## src/rtl/hevc_interp_pkg.sv

```systemverilog
// Shared constants and types for the HEVC luma interpolation front end.
// The sample width, tap count and window geometry live here so every stage agrees on them.
package hevc_interp_pkg;

    localparam int PIX_W   = 8;
    localparam int TAPS    = 8;
    localparam int WIN_W   = PIX_W * TAPS;
    localparam int X_W     = 7;
    // An 8-tap window centred on x spans x-3 .. x+4.
    localparam int HALF_LO = 3;
    localparam int HALF_HI = 4;

    typedef enum logic [1:0] {
        IDLE,
        FILL,
        STREAM,
        FLUSH
    } win_state_t;

endpackage

```

## src/rtl/hevc_win_outreg.sv

```systemverilog
// Single-entry output register for the row window builder.
// It holds one window with its position, tag and edge flags until downstream takes it.
module hevc_win_outreg
    import hevc_interp_pkg::*;
#(
    parameter int TAG_W = 8
) (
    input  logic             clock,
    input  logic             reset,
    input  logic             load,
    input  logic [WIN_W-1:0] load_window,
    input  logic [X_W-1:0]   load_x,
    input  logic [TAG_W-1:0] load_tag,
    input  logic             load_sol,
    input  logic             load_eol,
    input  logic             out_ready,
    output logic             out_valid,
    output logic [WIN_W-1:0] window,
    output logic [X_W-1:0]   x,
    output logic [TAG_W-1:0] tag,
    output logic             sol,
    output logic             eol
);

    // A load replaces the held entry; otherwise a taken entry simply goes invalid.
    always_ff @(posedge clock) begin
        if (reset) begin
            out_valid <= 1'b0;
            window    <= '0;
            x         <= '0;
            tag       <= '0;
            sol       <= 1'b0;
            eol       <= 1'b0;
        end else if (load) begin
            out_valid <= 1'b1;
            window    <= load_window;
            x         <= load_x;
            tag       <= load_tag;
            sol       <= load_sol;
            eol       <= load_eol;
        end else if (out_ready) begin
            out_valid <= 1'b0;
        end
    end

endmodule

```

## src/rtl/hevc_row_window_builder.sv

```systemverilog
// Turns a raster row of pixels into one 8-sample window per integer position,
// replicating the border pixel past both row edges.
module hevc_row_window_builder
    import hevc_interp_pkg::*;
#(
    parameter int ROW_W = 16,
    parameter int TAG_W = 8
) (
    input  logic             clock,
    input  logic             reset,
    input  logic             in_valid,
    output logic             in_ready,
    input  logic [PIX_W-1:0] in_pixel,
    input  logic [TAG_W-1:0] in_tag,
    output logic             out_valid,
    input  logic             out_ready,
    output logic [WIN_W-1:0] out_window,
    output logic [X_W-1:0]   out_x,
    output logic [TAG_W-1:0] out_tag,
    output logic             out_sol,
    output logic             out_eol
);

    localparam logic [X_W-1:0] LAST_COL = X_W'(ROW_W - 1);
    localparam logic [X_W-1:0] FILL_END = X_W'(HALF_HI - 1);
    localparam logic [X_W-1:0] FLUSH_X0 = X_W'(ROW_W - HALF_HI);

    win_state_t       state;
    logic [PIX_W-1:0] win     [TAPS];
    logic [PIX_W-1:0] shifted [TAPS];
    logic [PIX_W-1:0] shift_in;
    logic [X_W-1:0]   col;
    logic [1:0]       fcnt;
    logic [TAG_W-1:0] row_tag;

    logic             out_stall;
    logic             in_fire;
    logic             load;
    logic [WIN_W-1:0] load_window;
    logic [X_W-1:0]   load_x;

    assign out_stall = out_valid && !out_ready;
    assign in_fire   = in_valid && in_ready;

    always_comb begin
        in_ready = 1'b0;
        case (state)
            IDLE:    in_ready = 1'b1;
            FILL:    in_ready = 1'b1;
            STREAM:  in_ready = !out_stall;
            default: in_ready = 1'b0;
        endcase
    end

    // During flush the last pixel is re-inserted, which is the right-edge replication.
    always_comb begin
        shift_in = (state == FLUSH) ? win[TAPS-1] : in_pixel;
        for (int i = 0; i < TAPS - 1; i++) begin
            shifted[i] = win[i+1];
        end
        shifted[TAPS-1] = shift_in;
        load_window = '0;
        for (int i = 0; i < TAPS; i++) begin
            load_window[PIX_W*i +: PIX_W] = shifted[i];
        end
    end

    assign load   = (state == STREAM && in_fire) || (state == FLUSH && !out_stall);
    assign load_x = (state == FLUSH) ? FLUSH_X0 + X_W'(fcnt) : col - X_W'(HALF_HI);

    always_ff @(posedge clock) begin
        if (reset) begin
            state   <= IDLE;
            col     <= '0;
            fcnt    <= '0;
            row_tag <= '0;
            for (int i = 0; i < TAPS; i++) begin
                win[i] <= '0;
            end
        end else begin
            case (state)
                IDLE: begin
                    if (in_fire) begin
                        // Filling with p0 supplies the left-edge replication for free.
                        for (int i = 0; i < TAPS; i++) begin
                            win[i] <= in_pixel;
                        end
                        row_tag <= in_tag;
                        col     <= X_W'(1);
                        state   <= FILL;
                    end
                end
                FILL: begin
                    if (in_fire) begin
                        win <= shifted;
                        col <= col + X_W'(1);
                        if (col == FILL_END) begin
                            state <= STREAM;
                        end
                    end
                end
                STREAM: begin
                    if (in_fire) begin
                        win <= shifted;
                        if (col == LAST_COL) begin
                            col   <= '0;
                            fcnt  <= '0;
                            state <= FLUSH;
                        end else begin
                            col <= col + X_W'(1);
                        end
                    end
                end
                FLUSH: begin
                    if (!out_stall) begin
                        win  <= shifted;
                        fcnt <= fcnt + 2'd1;
                        if (fcnt == 2'(HALF_LO)) begin
                            fcnt  <= '0;
                            state <= IDLE;
                        end
                    end
                end
                default: state <= IDLE;
            endcase
        end
    end

    hevc_win_outreg #(
        .TAG_W (TAG_W)
    ) u_outreg (
        .clock       (clock),
        .reset       (reset),
        .load        (load),
        .load_window (load_window),
        .load_x      (load_x),
        .load_tag    (row_tag),
        .load_sol    (load_x == '0),
        .load_eol    (load_x == LAST_COL),
        .out_ready   (out_ready),
        .out_valid   (out_valid),
        .window      (out_window),
        .x           (out_x),
        .tag         (out_tag),
        .sol         (out_sol),
        .eol         (out_eol)
    );

endmodule

```

## config.mk

```make
export PLATFORM = sky130hd
export DESIGN_NAME = hevc_row_window_builder
export DESIGN_NICKNAME = d
export VERILOG_FILES = /design/src/rtl/hevc_interp_pkg.sv /design/src/rtl/hevc_win_outreg.sv /design/src/rtl/hevc_row_window_builder.sv
export SDC_FILE = /design/constraint.sdc
export NUM_CORES = 1
export LEC_CHECK = 0
export CAP_MARGIN = 25
export CORE_MARGIN = 3
export CORE_UTILIZATION = 44
export DETAILED_ROUTE_END_ITERATION = 7
export PLACE_DENSITY = 0.68
export SLEW_MARGIN = 30
export SYNTH_ARGS = -nofsm -noshare
export SYNTH_HDL_FRONTEND = slang
export SYNTH_SLANG_ARGS = --single-unit
export TNS_END_PERCENT = 100
```

## constraint.sdc

```tcl
create_clock -name clock -period 5.1 [get_ports clock]
set_clock_uncertainty 0.1 [all_clocks]
set_input_delay 0.51 -clock clock [delete_from_list [all_inputs] [get_ports clock]]
set_output_delay 0.51 -clock clock [all_outputs]
set_load 0.02 [all_outputs]
```

### Word level (Yosys, flattened, before mapping)

Index checks and enable logic that the tools add are counted.

| storage, ports and cells | value |
|---|---|
| bits in registers | 157 |
| bits in latches | 0 |
| memory bits (writable) | 0 |
| memory bits (read-only) | 0 |
| input port bits | 20 |
| output and inout port bits | 83 |
| word-level logic and storage cells | 82 |
| memories | 0 |

| cells by class | value |
|---|---|
| $add $sub $neg | 4 |
| multipliers | 0 |
| div/mod/pow operators | 0 |
| order comparisons | 0 |
| equal/unequal tests | 15 |
| shift operators | 0 |
| multiplexer cells | 27 |
| bitwise operators | 0 |
| reduce and logical (&&, ||, !) cells | 19 |

Operators with widths:

| cell | count |
|---|---|
| $mux 56 | 3 |
| $pmux 56 s3 | 1 |
| $mux 7 | 5 |
| $mux 2 | 11 |
| $pmux 7 s3 | 1 |
| $eq 7x4->1 const B | 2 |
| $ne 2x2->1 const B | 5 |
| $mux 8 | 1 |
| $pmux 2 s4 | 1 |
| $reduce_and 4->1 | 2 |
| $add 7x1->7 const B | 1 |
| $eq 7x2->1 const B | 1 |
| $logic_not 7->1 | 1 |
| $reduce_and 7->1 | 1 |
| $sub 7x3->7 const B | 1 |
| $eq 2x2->1 const B | 3 |
| $ne 2x1->1 const B | 3 |
| $add 4x2->5 const A | 1 |
| $logic_and 1x1->1 | 4 |
| $pmux 2 s2 | 1 |
| $reduce_bool 2->1 | 2 |
| $reduce_or 2->1 | 2 |
| $reduce_and 3->1 | 1 |
| $reduce_bool 3->1 | 1 |
| other kinds (8) | 10 |

### Longest topological paths before layout

| logic depth | value |
|---|---|
| depth in word-level cells | 8 |
| depth in mapped cells | 10 |
| gate-level depth less buffers | 7 |

### Hierarchy

Synthesis repeated with hierarchy kept, for this count alone.

| unflattened totals | value |
|---|---|
| cells, all modules | 701 |
| area total of the unflattened synthesis | 6889.1 µm² |

By module, submodules not included:

| module | instances | cells an instance | area each (µm²) | sequential area each (µm²) |
|---|---|---|---|---|
| hevc_row_window_builder | 1 | 436 | 3901.2 | 1501.4 |
| hevc_win_outreg | 1 | 265 | 2987.9 | 1641.6 |

### Worst setup path before layout

OpenSTA, ideal clock, no wires.

| timing | value |
|---|---|
| path kind | flip-flop to flip-flop |
| from | reg state[0] |
| to | reg col[3] |
| setup time | 0.092 ns |
| arrival time | 1.868 ns |
| required time | 4.908 ns |
| path slack | 3.040 ns |
| cell stages (with the launch flop) | 10 |
| buffers on the path | 2 |
| clock period less this slack | 2.060 ns |
| cell sequence | dfxtp_1 inv_1 ha_1 buf_4 or4b_4 a21oi_2 or2_1 buf_2 a21oi_1 o32ai_1 |

| between the ends | value |
|---|---|
| longest elaborated chain between the ends | 6 |
| elaborated cells between the ends (all ways) | 12 |
| those cells by class | 5 x eq/ne; 2 x mux; 5 x reduce/logical |

Ends and longest elaborated chain:

| item | RTL line | text |
|---|---|---|
| start: declaration | hevc_row_window_builder.sv:28 | `win_state_t state;` |
| start signal: assignment | hevc_row_window_builder.sv:73 | `state <= IDLE;` |
| start signal: assignment | hevc_row_window_builder.sv:90 | `state <= FILL;` |
| start signal: assignment | hevc_row_window_builder.sv:98 | `state <= STREAM;` |
| $eq 2x1->1 or $logic_not 2->1 (tied branches) | hevc_row_window_builder.sv:47, hevc_row_window_builder.sv:81 |  |
| $reduce_or 2->1 (no source line) | - |  |
| $pmux 1 s2 | hevc_row_window_builder.sv:47 | `case (state)` |
| $logic_and 1x1->1 | hevc_row_window_builder.sv:43 | `assign in_fire = in_valid && in_ready;` |
| $ne 2x2->1 (no source line) | - |  |
| $reduce_and 4->1 (no source line) | - |  |
| end signal: assignment | hevc_row_window_builder.sv:96 | `col <= col + X_W'(1);` |
| end signal: assignment | hevc_row_window_builder.sv:110 | `col <= col + X_W'(1);` |
| end: declaration | hevc_row_window_builder.sv:32 | `logic [X_W-1:0] col;` |

Several ways; a longest one is shown, not always the timed one.
A chain may end at the register's enable or synchronous reset.

### Final worst setup path

| timing | value |
|---|---|
| from | reg state[0] |
| to | out in_ready |

| between the ends | value |
|---|---|
| longest elaborated chain between the ends | 3 |
| elaborated cells between the ends (all ways) | 5 |
| those cells by class | 2 x eq/ne; 1 x mux; 2 x reduce/logical |

Ends and longest elaborated chain:

| item | RTL line | text |
|---|---|---|
| $eq 2x1->1 or $logic_not 2->1 (tied branches) | hevc_row_window_builder.sv:47 |  |
| $reduce_or 2->1 (no source line) | - |  |
| $pmux 1 s2 (*) | hevc_row_window_builder.sv:47 |  |
| end: declaration | hevc_row_window_builder.sv:12 | `output logic in_ready,` |

Every way passes the cells marked *; elsewhere a longest branch is shown, timed or not.

==> impl_metrics.ini <==
[clock_tree]
root_buffer = clkbuf_16
clk_path_buf_depth = 2
clkLatencyLatePin_ns = 0.42
clk_pin_slew_ns = 0.06
postCtsSetupRepairBufs = 0
cts_tree = built
cts.sinks = 157
cts_resized = 0
cts_made_buffers = 17
holdBufCountCts = 0
cts_max_level = 4

[pwr]
p_switching_mw = 1.71
power.leakage_nw = 3.05
p_int_mw = 3.02
seqPwrFrac = 0.362
vdd_ir_drop_max_mv = 0.483
p_comb_frac = 0.372
p_clk_frac = 0.266
p_sw_frac = 0.361
p_per_area_nw_per_um2 = 580

[place]
io_buffers = 102
gp_congestion = 0.797
place_hpwl_um = 10300

[synthesis]
syn_area_um2 = 6500
synth_area_leader_cell = dfxtp_1
yosysSeqAreaShare = 0.483
synth_ff_type = dfxtp_1
synth_top_area_share = 0.483
ys_seq_elements = 157
synth_warnings = 0
synth_cells = 765
ys_top_cells_by_area = dfxtp_1 48%, mux2i_1 11%, nand2_1 9.5%
ys_types = 42
avgSynthCellArea_um2 = 8.50
synth-edff-count = 0
synth_nets = 794
synthArstFlopShare = 0

[setup_path]
crit_type = flip-flop to primary output
cp.required_ns = 4.49
r2r_setup_slack_ns = 2.27
start_kind = flip-flop
crit_fanout = 40
endpoint_kind = primary output
cp.arrival_ns = 2.57

[finish]
area_growth_pct = 25.5
diodes = 0
nFillCells = 1282
layout.nets = 851
drive_above_1_share = 0.0528

[floorplanning]
die_w_um = 128
core_area_um2 = 14100
die-height_um = 128
io_pins = 103
dieArea_um2 = 16300
rows = 43
start_util = 0.460

[route]
vias = 5383
totalWireLength_um = 15600
drt_iter0_drc = 310
drt-vias-per-instance = 5.31
routed.top_layer = met4
wl_per_cell_um = 15.4
drc = 0
met2_length_um = 7110
postRouteAntennaNets = 0
drtPass1Iterations = 5
wl_met3_um = 815
wl_met1_um = 7460

[flow_run]
cap_viol_max_count = 0

[timing]
rsz0062_at_grt = false
maxSlewHeadroom = 0.419
hold_viol = 0
min_period_ns = 3.18
maxSlewViolCount = 0
finalCritPeriodShare = 0.624
setup_viol_count_final = 0
fin_tns_setup_ns = 0
hold_ws_ns = 0.352
worstMarginPinSlew_ns = 0.870
timing.fmax_mhz = 314

[global_routing]
overflow = 0
grt_usage = 0.194
grt_max_degree = 113
antenna_found_initial = 0
grt_pass1_vias = 5132
grt_pass1_wl_um = 25500

[run_status]
outcome = complete, no violations

[min_path]
hold_class = flip-flop to flip-flop
-- Yosys cell counts, types with 3 or more instances --
cell type	instances
nand2_1	164
dfxtp_1	157
a21oi_1	84
nor2_1	72
mux2i_1	69
a211oi_1	59
clkbuf_1	39
buf_2	19
nand3_1	18
buf_1	10
ha_1	9
inv_1	8
nor3_1	8
a31oi_1	6
o21ai_1	5
nor3b_1	3
o32ai_1	3
-- sequential cells by signal (all words and copies together), names as in the netlist --
name,count
u_outreg.window,64
load_window,56
row_tag,8
u_outreg.tag,8
col,7
u_outreg.x,7
fcnt,2
state,2
u_outreg.eol,1
u_outreg.out_valid,1
u_outreg.sol,1
-- layout by cell type (no fill, tap or decap), types with 3 or more instances in the layout --
cell type	n
mux2i_1	69
clkbuf_8	6
ha_1	7
nor3b_1	3
clkinv_2	3
a31oi_1	6
clkdlybuf4s50_1	101
a21oi_1	83
nand3_1	18
nor3_1	8
o32ai_1	3
buf_4	3
clkbuf_16	17
o21ai_1	4
a211oi_1	59
inv_1	8
nor2_1	72
nand2_1	164
dfxtp_1	157
-- worst max-delay path: stages, from the launching register on --
cell and delay (ns):
dfxtp_1 0.33, inv_1 0.14, ha_4 0.56, nor2_1 0.11, a21boi_1 0.21, nor2_1 0.16
clkdlybuf4s50_1 0.63
-- layout make-up --
| type | instances | area (um^2) | share of cell area |
|---|---|---|---|
| Clock buffer | 24 | 512 | 0.0627 |
| Clock inverter | 6 | 82.6 | 0.0101 |
| Inverter | 8 | 30.0 | 0.00368 |
| Multi-Input combinational cell | 531 | 3080 | 0.378 |
| Sequential cell | 157 | 3140 | 0.385 |
| Tap cell | 180 | 225 | 0.0276 |
| Timing Repair Buffer | 107 | 1080 | 0.133 |
-- routing by layer --
| layer | track usage | vias to the layer above |
|---|---|---|
| li1 | - | 2740 |
| met1 | 0.263 | 2511 |
| met3 | 0.0556 | 16 |
| met5 | 0 | - |
| met4 | 0.0650 | 0 |
| met2 | 0.297 | 116 |
-- power groups by stage --
stage	clock [mW]	combinational, mW	sequential [mW]
global route	1.34	1.95	1.75
finish	1.26	1.76	1.71
CTS	1.28	1.76	1.71
floorplan	0	1.23	1.77
global placement	0	1.72	1.73
detailed placement	0	1.75	1.74
-- cell families after synthesis --
family	count (synthesis)	share of synthesized area
buffers and inverters	77	0.0487
XOR/XNOR	3	0.00404
AO/OA/AOI/OAI	171	0.164
adder cells (fa/ha/maj)	9	0.0173
multiplexers	69	0.106
AND/OR/NAND/NOR	279	0.176
flip-flops	157	0.483
-- metrics by stage --
stage           util  worst slack (ns)  power (mW)  std cells  cell area, um^2
2_1_floorplan      -              3.04        3.00        765             6500
3_3_place_gp   0.533              2.06        3.45        982             7540
3_5_place_dp   0.533              1.93        3.49        982             7540
4_1_cts        0.575              1.59        4.76       1012             8140
5_1_grt        0.577              1.82        5.04       1013             8160
6_report       0.577              1.92        4.73       1013             8160
-- worst paths after layout --
kind                   from             endpoint  cells after the start
max                state[0]             in_ready                      6
min          load_window[3]   u_outreg.window[3]                      2
max reg2reg        state[0]  u_outreg.window[59]                      7
min reg2reg  load_window[3]   u_outreg.window[3]                      2
(Power assumes the default switching activity.)
